===== src/rtl/instruction_fetch_pkg.sv =====
// Shared fetch-unit definitions: state encodings, reset vector, instruction width.
// FETCH_TIMEOUT_EN adds the FAULT state used by the bus wait-state watchdog.
package instruction_fetch_pkg;

    localparam int unsigned INSTR_WIDTH  = 32;
    localparam logic [31:0] RESET_VECTOR = 32'h0000_0000;

    typedef enum logic [2:0] {
        ST_ISSUE = 3'd0,
        ST_FETCH = 3'd1,
        ST_HOLD  = 3'd2,
        ST_DRAIN = 3'd3
`ifdef FETCH_TIMEOUT_EN
        , ST_FAULT = 3'd4
`endif
    } fetch_state_e;

    function automatic logic is_bus_state(input fetch_state_e s);
        return (s == ST_FETCH) || (s == ST_DRAIN);
    endfunction

endpackage


===== src/rtl/instruction_fetch_if.sv =====
// Fetch unit signal bundle: PC side, instruction bus and decoder handshake.
// master = fetch sequencer view, slave = surrounding CPU / bus view.
interface instruction_fetch_if #(
    parameter int unsigned ADDR_WIDTH = 32,
    parameter int unsigned DATA_WIDTH = 32
);
    logic [ADDR_WIDTH-1:0] pcIn;
    logic                  pcCountEnable;
    logic [ADDR_WIDTH-1:0] busAddress;
    logic                  busReadEnable;
    logic                  busReady;
    logic [DATA_WIDTH-1:0] busDataIn;
    logic [DATA_WIDTH-1:0] instrOut;
    logic                  instrValid;
    logic                  instrReady;
    logic                  jumpRequest;
    logic                  busError;

    modport master (
        input  pcIn, busReady, busDataIn, instrReady, jumpRequest,
        output pcCountEnable, busAddress, busReadEnable, instrOut, instrValid, busError
    );

    modport slave (
        output pcIn, busReady, busDataIn, instrReady, jumpRequest,
        input  pcCountEnable, busAddress, busReadEnable, instrOut, instrValid, busError
    );
endinterface


===== src/rtl/instruction_fetch_watchdog.sv =====
// Bus wait-state watchdog: down-counter reloaded while not waiting, expires on the
// TIMEOUT_CYCLES-th consecutive wait cycle. Only instantiated with FETCH_TIMEOUT_EN.
module instruction_fetch_watchdog #(
    parameter int unsigned TIMEOUT_CYCLES = 16
) (
    input  logic clk,
    input  logic reset,
    input  logic waiting,
    input  logic restart,
    output logic expire
);
    localparam int unsigned     CNT_W    = $clog2(TIMEOUT_CYCLES + 1);
    localparam logic [CNT_W-1:0] CNT_LOAD = CNT_W'(TIMEOUT_CYCLES);

    logic [CNT_W-1:0] cnt_q, cnt_d;

    always_ff @(posedge clk or negedge reset) begin
        if (!reset) cnt_q <= CNT_LOAD;
        else        cnt_q <= cnt_d;
    end

    always_comb begin
        cnt_d = cnt_q;
        if (restart || !waiting)   cnt_d = CNT_LOAD;
        else if (cnt_q != '0)      cnt_d = cnt_q - CNT_W'(1);
    end

    assign expire = waiting && (cnt_q == CNT_W'(1));
endmodule


===== src/rtl/instruction_fetch.sv =====
// Fetch sequencer: latch PC, single outstanding bus read, hold word for decoder.
// FETCH_TIMEOUT_EN enables the bus wait-state watchdog and FAULT state.
//
// state | meaning
// ISSUE | latch pcIn as the read address
// FETCH | read outstanding, capture data on busReady
// HOLD  | instruction valid, waiting for decoder
// DRAIN | read outstanding after a jump, data discarded
// FAULT | bus timed out, busError held until jumpRequest
module instruction_fetch
    import instruction_fetch_pkg::*;
#(
    parameter int unsigned ADDR_WIDTH     = 32,
    parameter int unsigned DATA_WIDTH     = INSTR_WIDTH,
    parameter int unsigned TIMEOUT_CYCLES = 16
) (
    input logic                 clk,
    input logic                 reset,
    instruction_fetch_if.master fif
);
    fetch_state_e          state_q, state_d;
    logic [ADDR_WIDTH-1:0] addr_q, addr_d;
    logic [DATA_WIDTH-1:0] instr_q, instr_d;

    if (TIMEOUT_CYCLES < 1) begin : g_cfg_check
        $error("TIMEOUT_CYCLES must be at least 1");
    end

`ifdef FETCH_TIMEOUT_EN
    logic expire;
    logic restart;

    assign restart = (state_d != state_q);

    instruction_fetch_watchdog #(.TIMEOUT_CYCLES(TIMEOUT_CYCLES)) u_watchdog (
        .clk     (clk),
        .reset   (reset),
        .waiting (is_bus_state(state_q) && !fif.busReady),
        .restart (restart),
        .expire  (expire)
    );
`endif

    always_ff @(posedge clk or negedge reset) begin
        if (!reset) begin
            state_q <= ST_ISSUE;
            addr_q  <= ADDR_WIDTH'(RESET_VECTOR);
            instr_q <= '0;
        end else begin
            state_q <= state_d;
            addr_q  <= addr_d;
            instr_q <= instr_d;
        end
    end

    always_comb begin
        state_d = state_q;
        addr_d  = addr_q;
        instr_d = instr_q;
        case (state_q)
            // A jump in ISSUE means pcIn is being rewritten; re-latch next cycle.
            ST_ISSUE: begin
                if (!fif.jumpRequest) begin
                    addr_d  = fif.pcIn;
                    state_d = ST_FETCH;
                end
            end
            ST_FETCH: begin
                if (fif.busReady) begin
                    if (!fif.jumpRequest) begin
                        instr_d = fif.busDataIn;
                        state_d = ST_HOLD;
                    end else begin
                        state_d = ST_ISSUE;
                    end
                end else if (fif.jumpRequest) begin
                    state_d = ST_DRAIN;
                end
`ifdef FETCH_TIMEOUT_EN
                else if (expire) begin
                    state_d = ST_FAULT;
                end
`endif
            end
            ST_DRAIN: begin
                if (fif.busReady) state_d = ST_ISSUE;
`ifdef FETCH_TIMEOUT_EN
                else if (expire) state_d = ST_FAULT;
`endif
            end
            ST_HOLD: begin
                if (fif.jumpRequest || fif.instrReady) state_d = ST_ISSUE;
            end
`ifdef FETCH_TIMEOUT_EN
            ST_FAULT: begin
                if (fif.jumpRequest) state_d = ST_ISSUE;
            end
`endif
            default: state_d = ST_ISSUE;
        endcase
    end

    always_comb begin
        fif.busReadEnable = is_bus_state(state_q);
        fif.instrValid    = (state_q == ST_HOLD);
        fif.pcCountEnable = (state_q == ST_HOLD) && fif.instrReady && !fif.jumpRequest;
        fif.busError      = 1'b0;
`ifdef FETCH_TIMEOUT_EN
        fif.busError      = (state_q == ST_FAULT);
`endif
    end

    assign fif.busAddress = addr_q;
    assign fif.instrOut   = instr_q;
endmodule


===== src/flat_wrapper.sv =====
// flat-port wrapper written by rule: the top's interface ports become plain ports
module instruction_fetch_flat import instruction_fetch_pkg::*;
#(
    parameter int unsigned ADDR_WIDTH     = 32,
    parameter int unsigned DATA_WIDTH     = INSTR_WIDTH,
    parameter int unsigned TIMEOUT_CYCLES = 16
)
  (clk, reset, fif_pcIn, fif_busReady, fif_busDataIn, fif_instrReady, fif_jumpRequest, fif_pcCountEnable, fif_busAddress, fif_busReadEnable, fif_instrOut, fif_instrValid, fif_busError);
  instruction_fetch_if #(.ADDR_WIDTH(ADDR_WIDTH), .DATA_WIDTH(DATA_WIDTH)) fif_i ();
  input logic clk;
  input logic reset;
  input wire logic [$bits(fif_i.pcIn)-1:0] fif_pcIn;
  input wire logic [$bits(fif_i.busReady)-1:0] fif_busReady;
  input wire logic [$bits(fif_i.busDataIn)-1:0] fif_busDataIn;
  input wire logic [$bits(fif_i.instrReady)-1:0] fif_instrReady;
  input wire logic [$bits(fif_i.jumpRequest)-1:0] fif_jumpRequest;
  output wire logic [$bits(fif_i.pcCountEnable)-1:0] fif_pcCountEnable;
  output wire logic [$bits(fif_i.busAddress)-1:0] fif_busAddress;
  output wire logic [$bits(fif_i.busReadEnable)-1:0] fif_busReadEnable;
  output wire logic [$bits(fif_i.instrOut)-1:0] fif_instrOut;
  output wire logic [$bits(fif_i.instrValid)-1:0] fif_instrValid;
  output wire logic [$bits(fif_i.busError)-1:0] fif_busError;
  assign fif_i.pcIn = fif_pcIn;
  assign fif_i.busReady = fif_busReady;
  assign fif_i.busDataIn = fif_busDataIn;
  assign fif_i.instrReady = fif_instrReady;
  assign fif_i.jumpRequest = fif_jumpRequest;
  assign fif_pcCountEnable = fif_i.pcCountEnable;
  assign fif_busAddress = fif_i.busAddress;
  assign fif_busReadEnable = fif_i.busReadEnable;
  assign fif_instrOut = fif_i.instrOut;
  assign fif_instrValid = fif_i.instrValid;
  assign fif_busError = fif_i.busError;
  instruction_fetch #(.ADDR_WIDTH(ADDR_WIDTH), .DATA_WIDTH(DATA_WIDTH), .TIMEOUT_CYCLES(TIMEOUT_CYCLES)) u_core (.clk(clk), .reset(reset), .fif(fif_i));
endmodule

===== config.mk =====
export PLATFORM = sky130hd
export DESIGN_NAME = instruction_fetch_flat
export DESIGN_NICKNAME = d
export VERILOG_FILES = /design/src/rtl/instruction_fetch_pkg.sv /design/src/rtl/instruction_fetch_if.sv /design/src/rtl/instruction_fetch_watchdog.sv /design/src/rtl/instruction_fetch.sv /design/src/flat_wrapper.sv
export SDC_FILE = /design/constraint.sdc
export NUM_CORES = 1
export LEC_CHECK = 0
export CAP_MARGIN = 20
export CORE_MARGIN = 10
export CORE_UTILIZATION = 35
export CTS_BUF_LIST = sky130_fd_sc_hd__clkbuf_16
export CTS_CLUSTER_DIAMETER = 60
export CTS_CLUSTER_SIZE = 40
export DETAILED_ROUTE_END_ITERATION = 8
export GPL_ROUTABILITY_DRIVEN = 1
export PLACE_DENSITY = 0.73
export SYNTH_ARGS = -nofsm -noshare
export SYNTH_HDL_FRONTEND = slang
export SYNTH_SLANG_ARGS = --single-unit
export TNS_END_PERCENT = 30

===== constraint.sdc =====
create_clock -name clk -period 1.53 [get_ports clk]
set_clock_uncertainty 0.15 [all_clocks]
set_input_delay 0.2295 -clock clk [delete_from_list [all_inputs] [get_ports clk]]
set_output_delay 0.2295 -clock clk [all_outputs]
set_load 0.02 [all_outputs]

# Word-level counts from Yosys, hierarchy flattened
# Cells that the tools add are included.
# classes
eq_ne,7
n_mux,7
n_bitwise,1
reduce_logical,9
# op_table
cell,n
2-to-1 mux 3 bit,5
one-hot mux 3 bit (4 select lines),1
"equality test 3 x 2 -> 1 bit, second input constant",2
"!= test 2 bit, second input constant",2
AND reduction 4 bit,1
"equality test 3 x 1 -> 1 bit, second input constant",1
zero test 3 bit,1
"!= test 3 bit, second input constant",1
AND reduction 3 bit,1
logical AND 1 bit,2
logical OR 1 bit,2
2-to-1 mux 2 bit,1
"!= test 2 x 1 -> 1 bit, second input constant",1
AND reduction 2 bit,1
zero test 1 bit,1
NOT 1 bit,1
# word_totals
reg_bits,67
out_inout_bits,68

# Depth between registers and ports, before layout
# depth
word_depth,3
ltp_mapped,5
mapped_depth_nobuf,2

# Worst setup path before layout
# No wires, ideal clock.
# synth_timing
path_type,register to register
startpoint,register u_core.state_q[1]
endpoint,"register u_core.instr_q[20], in the netlist u_core.fif.instrOut[20]"
setup_time_ns,0.125
arrival_ns,1.345
required_ns,1.255
path_slack_ns,-0.090
stages_incl_launch_ff,5
path_buffers,2
period_less_slack_ns,1.620
path_cell_list,dfrtp_1 > nor4bb_4 > buf_6 > buf_6 > mux2_2
# synth_via
elab_chain_cells,2
# synth_lines
item,line_no,text
from (decl),instruction_fetch.sv:21,"fetch_state_e state_q, state_d;"
from (signal assigned),instruction_fetch.sv:50,state_q <= state_d;
equality test 3 x 1 -> 1 bit,instruction_fetch.sv:60,case (state_q)
AND reduction 3 bit (no source line),--,
to (signal assigned),instruction_fetch.sv:52,instr_q <= instr_d;
to (decl),instruction_fetch.sv:23,"logic [DATA_WIDTH-1:0] instr_q, instr_d;"
# Every way passes these cells.
# A chain may end at the register's enable or synchronous reset.

# Worst setup path in the final report
# layout_timing
startpoint,input port fif_busReady
endpoint,"register u_core.instr_q[20], in the netlist u_core.fif.instrOut[20]"
# layout_via
elab_chain_cells,1
# layout_lines
item,line_no,text
from (decl),flat_wrapper.sv:13,input wire logic [$bits(fif_i.busReady)-1:0] fif_busReady;
AND reduction 3 bit (no source line),--,
# Every way passes these cells.

==> flow_metrics.tcl <==
set metrics [dict create \
    fin_nets 373 \
    synthTopCellsByArea "dfrtp_1 64%, mux2_2 23%, mux2_1 4.8%, buf_6 2.2%, buf_4 1.2%" \
    num-fill-cells 582 \
    critical_path.max_fanout 6 \
    cpLargestDelayFamily "buffers and inverters" \
    rsz0062_at_grt "yes" \
    crit_slowest_cell "clkdlybuf4s50_1" \
    yosys.area_share.xor_xnor_pct 0 \
    dpl.cell_count 386 \
    maxSlewViolCount 0 \
    maxCapViolations 0 \
    synth-seq-cells 66 \
    p_per_area_nw_per_um2 2110 \
    peakVddDrop_mv 0.932 \
    whs_ns 0.304 \
    synth-edff-count 0 \
    worst-path-stages 5 \
    path_clk_slew_ns 0.06 \
    regArea_sq_um 1650 \
    cp_slowest_stage_delay_ns 0.52 \
    yosysTopAreaCell "dfrtp_1" \
    clock_path_buffers 2 \
    violations "setup timing" \
    vias 1823 \
    fmax_mhz 591 \
    drive_gt1_share_pct 32.7 \
    r2r_slack_ns -0.15 \
    synth.cell_area_sq_um 2570 \
    cp_cell_sequence "clkdlybuf4s50_1 -> nor4bb_4 -> buf_6 -> clkbuf_16 -> mux2_4" \
    synth-simple-area-share_pct 3.65 \
    synth_most_common_cell "dfrtp_1" \
    grt_pass1_wl_um 12000 \
    rows 31 \
    ys.flop_type "dfrtp_1" \
    cts_sinks 66 \
    wl_per_cell_um 18.7 \
    cts_tree "done" \
    finalCritPeriodShare_pct 110 \
    h-tree-depth 3 \
    die_area_sq_um 11200 \
    async_reset_ff_share_pct 100 \
    crit_required_ns 1.58 \
    final_area_sq_um 4570 \
    ant_nets 0 \
    synth_compound_area_share_pct 0.292 \
    n_antenna_cell 0 \
    synth_mux_area_share_pct 28.0 \
    endpoint_kind "register" \
    post_drt_via_cell_ratio 4.47 \
    ys_types 17 \
    io_buffers 135 \
    crit_arrival_ns 1.74 \
    crit_buf_inv 3 \
    final_util_pct 63.3 \
    grt_max_degree 67 \
    synth_nets 221 \
    start_util_pct 35.6 \
    synth_top_family_by_area "multiplexers" \
    reg2regPathDepth 4 \
    hold_class "primary input to asynchronous set/reset pin" \
    insertion_delay_ns 0.32 \
    antenna_found_initial 0 \
    synth_fa_ha_area_share_pct 0 \
    synth.top_cell.area_share_pct 64.2 \
    critPathKind "primary input to register" \
    die_y_um 106 \
    syn2layout_area_growth_pct 77.7 \
    die_w_um 106 \
    cts-root-buf "clkbuf_16" \
    setup_violations 65 \
    ys_seq_area_share_pct 64.2 \
    grt-ovfl-total 0 \
    yosysWarningCount 0 \
    drc_errors 0 \
    avgSynthCellArea_sq_um 16.9 \
    status "finished, violations left" \
    ioPinCount 137 \
    multi_input_area_sq_um 987 \
    min_period_ns 1.69 \
    power_leakage_nw 2.11 \
    grt_pass1_vias 2111 \
    grt.total_usage_pct 13.5 \
    post_dp_cell_area_sq_um 4070 \
    syn_inst 152 \
    hpwl_um 5350 \
    routed_wl_um 7630 \
    cts_buffers 9 \
    stdcell_count 408 \
    core_area_sq_um 7210 \
    gp_routability_congestion 0.669 \
    crit_path_start_kind "primary input" \
    firstDrtPassIters 3 \
    hold_viol 0 \
    drtIter0Drc 51 \
    synth_common_cells "66 x dfrtp_1, 53 x mux2_2, 11 x mux2_1, 5 x buf_6, 4 x buf_4" \
    fin_ws_ns -0.161 \
]
-- path summary, 6_finish.rpt --
check	startpoint	end
worst max-delay path	fif_busReady	u_core.fif.instrOut[20]
worst min-delay path	reset	u_core.fif.instrOut[28]
worst max register to register	u_core.state_q[1]	u_core.fif.instrOut[20]
worst min register to register	u_core.fif.busAddress[20]	u_core.fif.busAddress[20]
max in group asynchronous	reset	u_core.state_q[0]
min in group clk	u_core.fif.busAddress[20]	u_core.fif.busAddress[20]
-- tightest hold or removal path, delay by kind of cell --
family                 cells  cell delay [ns]
buffers and inverters      3             0.95
-- where the power goes --
| group | switching [mW] | internal (mW) |
|---|---|---|
| Combinational | 2.12 | 2.30 |
| Sequential | 0.458 | 2.64 |
| Clock | 0.707 | 1.41 |
-- flip-flops by register name (all words and copies together), names as in the netlist --
name / count
u_core.fif.busAddress: 32
u_core.fif.instrOut: 32
u_core.state_q: 2
-- area by class of cell --
type / count / share of cell area [%]
Timing Repair Buffer: 151 / 32.6
Clock inverter: 7 / 1.86
Inverter: 1 / 0.0821
Sequential cell: 66 / 36.2
Multi-Input combinational cell: 75 / 21.6
Tap cell: 99 / 2.71
Clock buffer: 9 / 4.93
-- routing by layer --
| layer | part of all wire, % | global-route usage, % |
|---|---|---|
| met5 | 0 | 0 |
| met1 | 41 | 15.2 |
| met4 | 0.43 | 3.77 |
| met3 | 9.1 | 6.33 |
| met2 | 49 | 22.3 |
-- repair_timing --
item	in CTS	in global routing
hold buffers	1	0
gates cloned	2	2
buffers inserted	1	0
endpoints found under the setup margin	132	66
endpoints found under the hold margin	66	0
gates resized for setup	115	16
pin swaps	2	1
-- logic make-up after synthesis --
logic type      Yosys count
buf+inv                  11
flops                    66
simple gates              9
other cells               1
compound gates            1
mux                      64
-- cells in the final DEF, fill, tap and decap left out, types with 2 or more instances in the layout --
cell type        instances
and3b_1                  2
inv_1                    2
clkbuf_16               11
clkdlybuf4s50_1         66
mux2_4                  43
bufinv_16                2
buf_12                   3
buf_2                    3
dfrtp_2                  2
buf_4                    5
dlygate4sd2_1           65
buf_6                    4
dfrtp_1                 64
clkinv_2                 2
mux2_2                  20
-- metrics by stage --
step           worst slack, ns  total power [mW]  TNS (ns)
6_report                -0.161              9.63     -8.51
5_1_grt                 -0.207              10.2    -12.04
4_1_cts                 -0.184              9.56     -9.27
3_5_place_dp            -0.559              7.72    -28.65
3_3_place_gp            -0.507              7.61    -26.57
2_1_floorplan          -0.0530              5.33     -2.22
No activity file was read; power rests on OpenSTA's default activity.
==> patch (config.mk and constraints unchanged) <==
`ADDR_WIDTH` is set to 32 in 3 places; all go to 40.
--- a/src/rtl/instruction_fetch_if.sv
+++ b/src/rtl/instruction_fetch_if.sv
@@ -1,7 +1,7 @@
 // Fetch unit signal bundle: PC side, instruction bus and decoder handshake.
 // master = fetch sequencer view, slave = surrounding CPU / bus view.
 interface instruction_fetch_if #(
-    parameter int unsigned ADDR_WIDTH = 32,
+    parameter int unsigned ADDR_WIDTH = 40,
     parameter int unsigned DATA_WIDTH = 32
 );
     logic [ADDR_WIDTH-1:0] pcIn;
--- a/src/rtl/instruction_fetch.sv
+++ b/src/rtl/instruction_fetch.sv
@@ -10,7 +10,7 @@
 module instruction_fetch
     import instruction_fetch_pkg::*;
 #(
-    parameter int unsigned ADDR_WIDTH     = 32,
+    parameter int unsigned ADDR_WIDTH     = 40,
     parameter int unsigned DATA_WIDTH     = INSTR_WIDTH,
     parameter int unsigned TIMEOUT_CYCLES = 16
 ) (
--- a/src/flat_wrapper.sv
+++ b/src/flat_wrapper.sv
@@ -1,7 +1,7 @@
 // flat-port wrapper written by rule: the top's interface ports become plain ports
 module instruction_fetch_flat import instruction_fetch_pkg::*;
 #(
-    parameter int unsigned ADDR_WIDTH     = 32,
+    parameter int unsigned ADDR_WIDTH     = 40,
     parameter int unsigned DATA_WIDTH     = INSTR_WIDTH,
     parameter int unsigned TIMEOUT_CYCLES = 16
 )
Ports: changed (resized fif_busAddress and fif_pcIn); port bits go from 137 to 153. No check against the original RTL was run, so the function may have changed too.
==> patch against the unedited design <==
The run still ends with setup timing left; worst setup slack improved by 0.016 ns; area after synthesis rose by 11%; count of clock-buffer cells in the layout did not move; total power increased by 10%; sequential cell count up 8; first-iteration DRC count shrank 35%; cell area up 12%; routed wire length increased by 18%.
==> patch: results (changes against the unedited design) <==
Outcome
  – Status: finished with violations (unchanged)
  – Failing checks: setup timing (unchanged)

Final layout
  – Layout fillers: 618 (was 582)
  – Nets: 424 (was 373)
  – Layout cells sized above 1: 0.324 (was 0.327)

Routing
  – Starting DRT DRC Count: 33 (was 51)
  – Total number of vias: 2086 (was 1823)
  – Drt first pass iters: 4 (was 3)
  – Wire per inst: 19.8 um (was 18.7 um)

Place
  – PortBufs: 151 (was 135)
  – Post-DP HPWL: 6.30 mm (was 5.35 mm)
  – RePlAce Congestion: 0.708 (was 0.669)
  – Placed instance area: 4540 sq um (was 4070 sq um)

Setup path
  – Critical path's slowest cell: dfrtp_1 (was clkdlybuf4s50_1)
  – Reg2reg start: u_core.state_q[0] (was u_core.state_q[1])
  – Worst reg-to-reg path cell count: 5 (was 4)
  – Worst stage delay on the critical path: 0.41 ns (was 0.52 ns)
  – Reg-to-reg endpoint: u_core.fif.busAddress[33] (was u_core.fif.instrOut[20])

STA
  – # setup viols final: 76 (was 65)
  – Setup TNS: -8.85 ns (was -8.51 ns)
  – Worst path setup slack after routing: -0.144 ns (was -0.161 ns)

Yosys
  – Top cells by area, synth: dfrtp_1 (65%), mux2_2 (25%), mux2_1 (3.5%) (was dfrtp_1 (64%), mux2_2 (23%), mux2_1 (4.8%))
  – Avg Synthesized Cell Area: 16.9 sq um (about the same)

Global routing
  – Vias in the first global route: 2327 (was 2111)
  – Pin count of the biggest net entering global routing: 35 (was 67)
  – Wire length of the first global-routing pass: 13.4 mm (was 12.0 mm)

Power and ir drop
  – Leakage: 2.42 nW (was 2.11 nW)
  – Max VDD drop: 1050 uV (was 932 uV)
-- patch: power by group --
| part | switching [mW] | leakage, nW | internal [mW] | total, mW |
|---|---|---|---|---|
| registers | 0.498 | 0.873 | 2.95 | 3.45 |
| logic | 2.52 | 1.41 | 2.84 | 5.36 |
| clock network | 0.756 | 0.140 | 1.06 | 1.82 |
-- patch: critical path, delay by kind of cell, from the launching register on --
kind                   cells  cell delay (ns)
buffers and inverters      3             0.47
and+or+nand+nor            1             0.22
DFF                        1             0.41
muxes                      1             0.30
-- patch: how the worst max path moves through the flow --
| stage | start | end | cells past startpoint |
|---|---|---|---|
| after floorplan | u_core.state_q[1] | u_core.fif.instrOut[10] | 4 |
| after global placement | fif_instrReady | fif_pcCountEnable | 4 |
| after detailed placement | fif_busReady | u_core.fif.instrOut[25] | 4 |
| after CTS | u_core.state_q[1] | u_core.fif.instrOut[8] | 4 |
| after global routing | u_core.state_q[0] | u_core.fif.instrOut[7] | 5 |
| final | u_core.state_q[0] | u_core.fif.busAddress[33] | 5 |
-- patch: per-layer routing --
metal	wire (um)	part of all wire	global-route usage
met3	1150	0.13	0.0702
met1	3380	0.38	0.164
met4	55	0.0061	0.0413
met5	0	0	0
met2	4410	0.49	0.230
-- patch: cell families after synthesis --
| group | synth area share |
|---|---|
| DFF | 0.648 |
| muxes | 0.284 |
| buffers and inverters | 0.0319 |
| and+or+nand+nor | 0.0328 |
| AOI/OAI and AO/OA | 0.00263 |
| other | 0.00131 |
-- patch: per-stage QoR --
| step | setup WS, ns | hold WS, ns | util |
|---|---|---|---|
| floorplan | -0.0527 | -0.216 | - |
| global placement | -0.473 | -0.0223 | 0.579 |
| detailed placement | -0.501 | -0.0188 | 0.579 |
| CTS | -0.155 | 0.188 | 0.642 |
| global route | -0.236 | 0.196 | 0.654 |
| finish | -0.144 | 0.185 | 0.654 |
-- patch: cell type report --
type / count / share of cell area
clock buffers: 9 / 0.0439
clock inverters: 7 / 0.00585
inverters: 1 / 0.000731
multi-input cells: 83 / 0.218
flip-flops and latches: 74 / 0.361
well taps: 102 / 0.0249
repair buffers: 178 / 0.346
-- patch: what timing repair did --
action	4_1_cts	5_1_grt
gates resized for setup	147	8
setup buffers	5	2
setup endpoints to repair	146	76
cloned	4	2
hold buffers	1	0
pin swaps	2	1
endpoints found under the hold margin	74	0
